--- src/rtl/mu0_mem_arbiter.sv ---
// Two-port arbiter sharing the MU0 synchronous RAM between the UART host
// path and the CPU core; round-robin on ties, host lock stalls the CPU.
module mu0_mem_arbiter #(
  parameter int ADDR_W    = 16,
  parameter int DATA_W    = 16,
  parameter int MEM_WORDS = 32
) (
  input  logic              clk,
  input  logic              rst_n,
  input  logic              host_lock,
  input  logic              host_req,
  input  logic              host_rnw,
  input  logic [ADDR_W-1:0] host_addr,
  input  logic [DATA_W-1:0] host_wdata,
  output logic              host_grant,
  output logic [DATA_W-1:0] host_rdata,
  output logic              host_rvalid,
  input  logic              cpu_req,
  input  logic              cpu_rnw,
  input  logic [ADDR_W-1:0] cpu_addr,
  input  logic [DATA_W-1:0] cpu_wdata,
  output logic              cpu_grant,
  output logic [DATA_W-1:0] cpu_rdata,
  output logic              cpu_rvalid,
  output logic              cpu_stall,
  output logic              mem_en,
  output logic              mem_we,
  output logic [ADDR_W-1:0] mem_addr,
  output logic [DATA_W-1:0] mem_wdata,
  input  logic [DATA_W-1:0] mem_rdata
);

  typedef enum logic {
    OWN_HOST = 1'b0,
    OWN_CPU  = 1'b1
  } owner_e;

  localparam logic [ADDR_W-1:0] LP_WORDS = ADDR_W'(MEM_WORDS);

  owner_e            r_last_owner;
  logic              r_mem_en;
  logic              r_mem_we;
  logic [ADDR_W-1:0] r_mem_addr;
  logic [DATA_W-1:0] r_mem_wdata;
  logic              r_tag_vld;
  logic              r_tag_host;
  logic              r_tag_oor;
  logic              r_dat_oor;
  logic              r_host_rvalid;
  logic              r_cpu_rvalid;
  logic [DATA_W-1:0] r_host_rdata;
  logic [DATA_W-1:0] r_cpu_rdata;

  logic              w_host_grant;
  logic              w_cpu_grant;
  logic              w_any;
  logic              w_sel_rnw;
  logic [ADDR_W-1:0] w_sel_addr;
  logic [DATA_W-1:0] w_sel_wdata;
  logic              w_in_range;
  logic [DATA_W-1:0] w_rd_word;

  always_comb begin
    w_host_grant = 1'b0;
    w_cpu_grant  = 1'b0;
    if (rst_n) begin
      if (host_lock) begin
        w_host_grant = host_req;
      end else if (host_req && cpu_req) begin
        w_host_grant = (r_last_owner == OWN_CPU);
        w_cpu_grant  = (r_last_owner == OWN_HOST);
      end else begin
        w_host_grant = host_req;
        w_cpu_grant  = cpu_req;
      end
    end
  end

  assign w_any       = w_host_grant | w_cpu_grant;
  assign w_sel_rnw   = w_host_grant ? host_rnw   : cpu_rnw;
  assign w_sel_addr  = w_host_grant ? host_addr  : cpu_addr;
  assign w_sel_wdata = w_host_grant ? host_wdata : cpu_wdata;
  assign w_in_range  = (w_sel_addr < LP_WORDS);

  // Out-of-range reads still travel the tag pipe and return zero.
  assign w_rd_word = r_dat_oor ? '0 : mem_rdata;

  always_ff @(posedge clk or negedge rst_n) begin
    if (!rst_n) begin
      r_last_owner  <= OWN_CPU;
      r_mem_en      <= 1'b0;
      r_mem_we      <= 1'b0;
      r_mem_addr    <= '0;
      r_mem_wdata   <= '0;
      r_tag_vld     <= 1'b0;
      r_tag_host    <= 1'b0;
      r_tag_oor     <= 1'b0;
      r_dat_oor     <= 1'b0;
      r_host_rvalid <= 1'b0;
      r_cpu_rvalid  <= 1'b0;
      r_host_rdata  <= '0;
      r_cpu_rdata   <= '0;
    end else begin
      if (w_any) begin
        r_last_owner <= w_host_grant ? OWN_HOST : OWN_CPU;
      end
      r_mem_en <= w_any & w_in_range;
      r_mem_we <= w_any & w_in_range & ~w_sel_rnw;
      if (w_any && w_in_range) begin
        r_mem_addr  <= w_sel_addr;
        r_mem_wdata <= w_sel_wdata;
      end
      r_tag_vld     <= w_any & w_sel_rnw;
      r_tag_host    <= w_host_grant;
      r_tag_oor     <= ~w_in_range;
      r_host_rvalid <= r_tag_vld & r_tag_host;
      r_cpu_rvalid  <= r_tag_vld & ~r_tag_host;
      r_dat_oor     <= r_tag_oor;
      if (r_host_rvalid) begin
        r_host_rdata <= w_rd_word;
      end
      if (r_cpu_rvalid) begin
        r_cpu_rdata <= w_rd_word;
      end
    end
  end

  assign host_grant  = w_host_grant;
  assign cpu_grant   = w_cpu_grant;
  assign cpu_stall   = cpu_req & ~w_cpu_grant;
  assign mem_en      = r_mem_en;
  assign mem_we      = r_mem_we;
  assign mem_addr    = r_mem_addr;
  assign mem_wdata   = r_mem_wdata;
  assign host_rvalid = r_host_rvalid;
  assign cpu_rvalid  = r_cpu_rvalid;
  // RAM output is live in the rvalid cycle, then held in the rdata register.
  assign host_rdata  = r_host_rvalid ? w_rd_word : r_host_rdata;
  assign cpu_rdata   = r_cpu_rvalid  ? w_rd_word : r_cpu_rdata;

endmodule

--- config.mk ---
export PLATFORM = sky130hd
export DESIGN_NAME = mu0_mem_arbiter
export DESIGN_NICKNAME = d
export VERILOG_FILES = /design/src/rtl/mu0_mem_arbiter.sv
export SDC_FILE = /design/constraint.sdc
export NUM_CORES = 1
export LEC_CHECK = 0
export ABC_AREA = 1
export CORE_UTILIZATION = 41
export DETAILED_ROUTE_END_ITERATION = 7
export PLACE_DENSITY = 0.87
export SLEW_MARGIN = 20
export SYNTH_ARGS = -nofsm -noshare
export SYNTH_HDL_FRONTEND = slang
export SYNTH_SLANG_ARGS = --single-unit
--- constraint.sdc ---
create_clock -name clk -period 2.2 [get_ports clk]
set_clock_uncertainty 0.05 [all_clocks]
set_input_delay 0.66 -clock clk [delete_from_list [all_inputs] [get_ports clk]]
set_output_delay 0.66 -clock clk [all_outputs]
set_load 0.03 [all_outputs]
# After elaboration in Yosys (flattened, before gate mapping)
# Index checks and enable logic that the tools add are counted.
dict set report classes {
  muxes 13
  order_cmp 1
  n_reduce_logical 2
  bitwise 12
}
# op count
set op_table {}
lappend op_table {{two-way mux 16 bit} 5}
lappend op_table {{less-than comparator 16 x 6 -> 1 bit, second input constant} 1}
lappend op_table {{two-way mux 1 bit} 8}
lappend op_table {{bitwise AND 1 bit} 6}
lappend op_table {{inverter 1 bit} 5}
lappend op_table {{logical AND 1 bit} 2}
lappend op_table {{OR 1 bit} 1}
dict set report word_totals {
  word_cells 41
  in_bits 87
  ff_bits 73
  out_inout_bits 71
}

# Depth between registers and ports, before layout
dict set report depth {
  depth_word 8
  mapped_depth 13
  mapped_depth_nobuf 11
}

# Worst setup path after synthesis
# No wires, ideal clock.
dict set report synth_timing {
  path_type {input-to-output}
  startpoint {in host_lock}
  endpoint {out cpu_stall}
  arrival_time_ns 1.730
  cell_stages 4
  path_slack_ns -0.240
  n_path_buf 0
  t_required_ns 1.490
  path_cell_list {inv_1 -> nand3_1 -> a21oi_1 -> nor2_1}
}
dict set report synth_via {
  elab_chain_len 4
}
# element line_no
set synth_lines {}
lappend synth_lines {{start: declaration} 10} ;# input logic host_lock,
lappend synth_lines {{two-way mux 1 bit} 67} ;# if (host_lock) begin
lappend synth_lines {{two-way mux 1 bit} 66} ;# if (rst_n) begin
lappend synth_lines {{net cpu_grant} 22} ;# output logic cpu_grant,
lappend synth_lines {{inverter 1 bit} 130} ;# assign cpu_stall = cpu_req & ~w_cpu_grant;
lappend synth_lines {{bitwise AND 1 bit} 130}
lappend synth_lines {{end: declaration} 25} ;# output logic cpu_stall,
# The timed path passes the listed nets, and every way through them passes these cells.

# Final worst setup path
dict set report layout_timing {
  startpoint {reg r_dat_oor}
  endpoint {out cpu_rdata[1]}
}
dict set report layout_via {
  elab_chain_len 2
}
# element line_no
set layout_lines {}
lappend layout_lines {{start: declaration} 48} ;# logic r_dat_oor;
lappend layout_lines {{start signal: assignment} 118} ;# r_dat_oor <= r_tag_oor;
lappend layout_lines {{two-way mux 16 bit} 86} ;# assign w_rd_word = r_dat_oor ? '0 : mem_rdata;
lappend layout_lines {{two-way mux 16 bit} -}
lappend layout_lines {{end: declaration} 23} ;# output logic [DATA_W-1:0] cpu_rdata,
# Every way passes these cells.

==> run metrics <==
Crit. End Element=primary output; largest net degree at the start of global routing=68; Warnings, synthesis=0; post-synthesis cell type count=21; failing checks=negative setup slack; share of cells above drive strength 1=between 30% and 40%; routability cong.=roughly 0.82; Clock Tree Buf Depth=2; Mean Syn Cell Area=about 8.0 µm²; IO buf count=about 160; final hold vios=0; WS Path Type=flop to primary output; vias per cell=around 5.0; DR vias=roughly 3,800; final period utilization=101%; Die H=92.5 µm; Global Route Usage Sum=between 20 and 30%; antenna-violating nets left=0; core area=~8000 µm²; hold_ws=just over 200 ps; final WL=about 12 mm; crit path max fanout=16; syn nets=~510; Die Wd=slightly above 90 µm; critical path, cell by cell=clkinvlp_4 > buf_12 > nand2_2 > a21oi_4 > buf_6; diode count=0; Critical Path AT=roughly 1500 ps; vias in the first global route=between 3,000 and 4,000; Tightest Pin Transition=814 ps; dpl cells=705; Fmax=about 0.45 GHz; Worst Reg2Reg Path Length in Cells=14; Worst Setup Slack, final=-31.7 ps; post-DP HPWL=roughly 7 mm; Clock transition at path regs=about 80 ps; DP Worst Slack=-624 ps; sequential area share after synthesis=~54%; Final nets=roughly 730; Max-Cap Viols=0; CTS sink count=73; Rel. slew slack=a little under half; drt drc=0; power density over the cells=between 800 and 900 nW/µm²; first-pass GRT wire length=approximately 17 mm; clk_lat worst skew=about 350 ps; CTS tree=yes; Mapped Cells=around 420; FF+latch count, synth=73; FP Rows=32; VDD IR max=~0.00038 V; Initial Util=a little over two fifths; P&R area growth vs syn=82.0%; initial antenna violation count=0; Startpoint Class=flop; CTS H-tree lvls=3; Slew Viols, Final=0; Finished Layout Cells=approximately 750; routed len/inst=about 16 µm; initial DRC count=76; final setup fails=6; Num CTS Buffers=9; most frequent cells in the layout=nand2_1, clkdlybuf4s50_1, buf_4; GR Overflow Total=0; DR pass1 iterations=5; die area=approximately 8600 µm²; IO Count=around 160; status=complete, but fails checks; Clock Tree Root=clkbuf_8; critical path's slowest cell=dfrtp_1; Critical Path RT=1490 ps; minimum clock period=~2200 ps; HP Class=input port to asynchronous set/reset pin; Worst path max stage delay=410 ps; commonest non-fill, non-tap cell in the layout=nand2_1; RSZ-0062 raised after global routing=true; Syn Std Cell Area=3360 µm²; Lkg Pwr=between 3 and 4 nW
==> power by group <==
group	switching (W)	internal (W)	total [W]	leakage, nW
Sequential	0.0000914	0.00153	0.00162	0.869
Clock	0.000543	0.000688	0.00123	0.119
Combinational	0.00108	0.00101	0.00209	2.14
==> what timing repair did <==
action	CTS	global route
buffers inserted	18	10
hold buffers	0	0
pin swaps	19	29
setup endpoints to repair	47	43
resized for setup	64	65
endpoints found under the hold margin	0	0
==> worst max-delay path, delay by kind of cell (launching register included) <==
kind | cells | cell delay (ps)
buf+inv | 3 | 410
simple gates | 1 | 120
flops | 1 | 410
compound gates | 1 | 220
==> kinds of logic (layout without fill, tap and decap cells) <==
family / count (synthesis) / in the layout / share of synthesized area, %
simple gates: 249 / 249 / 32.0
buf+inv: 61 / 289 / 8.20
flops: 73 / 73 / 54.5
compound gates: 36 / 36 / 5.37
==> cells in the mapped netlist <==
library cell	n	share of area, %
nor2_4	2	0.67
nor2_1	49	5.5
nand2_2	3	0.56
inv_1	33	3.7
nand3_4	1	0.52
clkbuf_1	9	1.0
a21oi_1	35	5.2
inv_2	4	0.45
nand4_1	21	3.9
nand2_1	155	17
buf_6	4	1.3
nand3_1	8	1.2
or2_0	1	0.19
nand4_2	1	0.37
buf_2	10	1.5
nand3b_1	7	1.6
o21ai_0	1	0.15
buf_4	1	0.22
dfrtp_1	72	54
dfstp_2	1	0.78
nor2_2	1	0.19
==> through the flow <==
| step | instance area [µm²] | util [%] | total power [W] | TNS, ps |
|---|---|---|---|---|
| floorplan | 3360 | - | 0.00231 | 0 |
| global placement | 5250 | 67.3 | 0.00308 | -15330 |
| detailed placement | 5250 | 67.3 | 0.00313 | -18350 |
| CTS | 5810 | 74.5 | 0.00461 | -1370 |
| global route | 6110 | 78.3 | 0.00513 | -655 |
| finish | 6110 | 78.3 | 0.00494 | -115 |
==> path summary, 6_finish.rpt <==
path	from	to	slack, ps
max	r_dat_oor$_DFF_PN0_	cpu_rdata[1]	-30
min	rst_n	mem_addr[3]$_DFFE_PN0P_	200
max reg2reg	r_last_owner$_DFFE_PN1P_	mem_addr[15]$_DFFE_PN0P_	180
min reg2reg	r_tag_oor$_DFF_PN0_	r_dat_oor$_DFF_PN0_	290
max in group asynchronous	rst_n	mem_wdata[0]$_DFFE_PN0P_	1080
min in group clk	r_tag_oor$_DFF_PN0_	r_dat_oor$_DFF_PN0_	290
==> area by class of cell <==
cell class / instances / area (µm²)
timing repair buffer: 236 / 2280
tap: 102 / 128
clock buffer: 10 / 138
clock inverter: 6 / 97.6
inverter: 37 / 145
multi-input combinational: 285 / 1490
sequential: 73 / 1830
fill: 486 / 1700
==> sequential cells by signal, indices dropped and copies added (netlist names) <==
signal,flops
r_tag_vld,1
cpu_rvalid,1
r_tag_oor,1
mem_we,1
r_last_owner,1
r_dat_oor,1
mem_addr,16
r_cpu_rdata,16
r_tag_host,1
mem_wdata,16
host_rvalid,1
mem_en,1
r_host_rdata,16
==> layer usage <==
layer	vias up	GRT usage, %	wire (µm)
li1	1748	-	-
met5	-	0	0
met2	178	48.0	6280
met3	28	8.46	969
met1	1809	27.0	4680
met4	0	10.2	339
No activity file was read; power rests on OpenSTA's default activity.
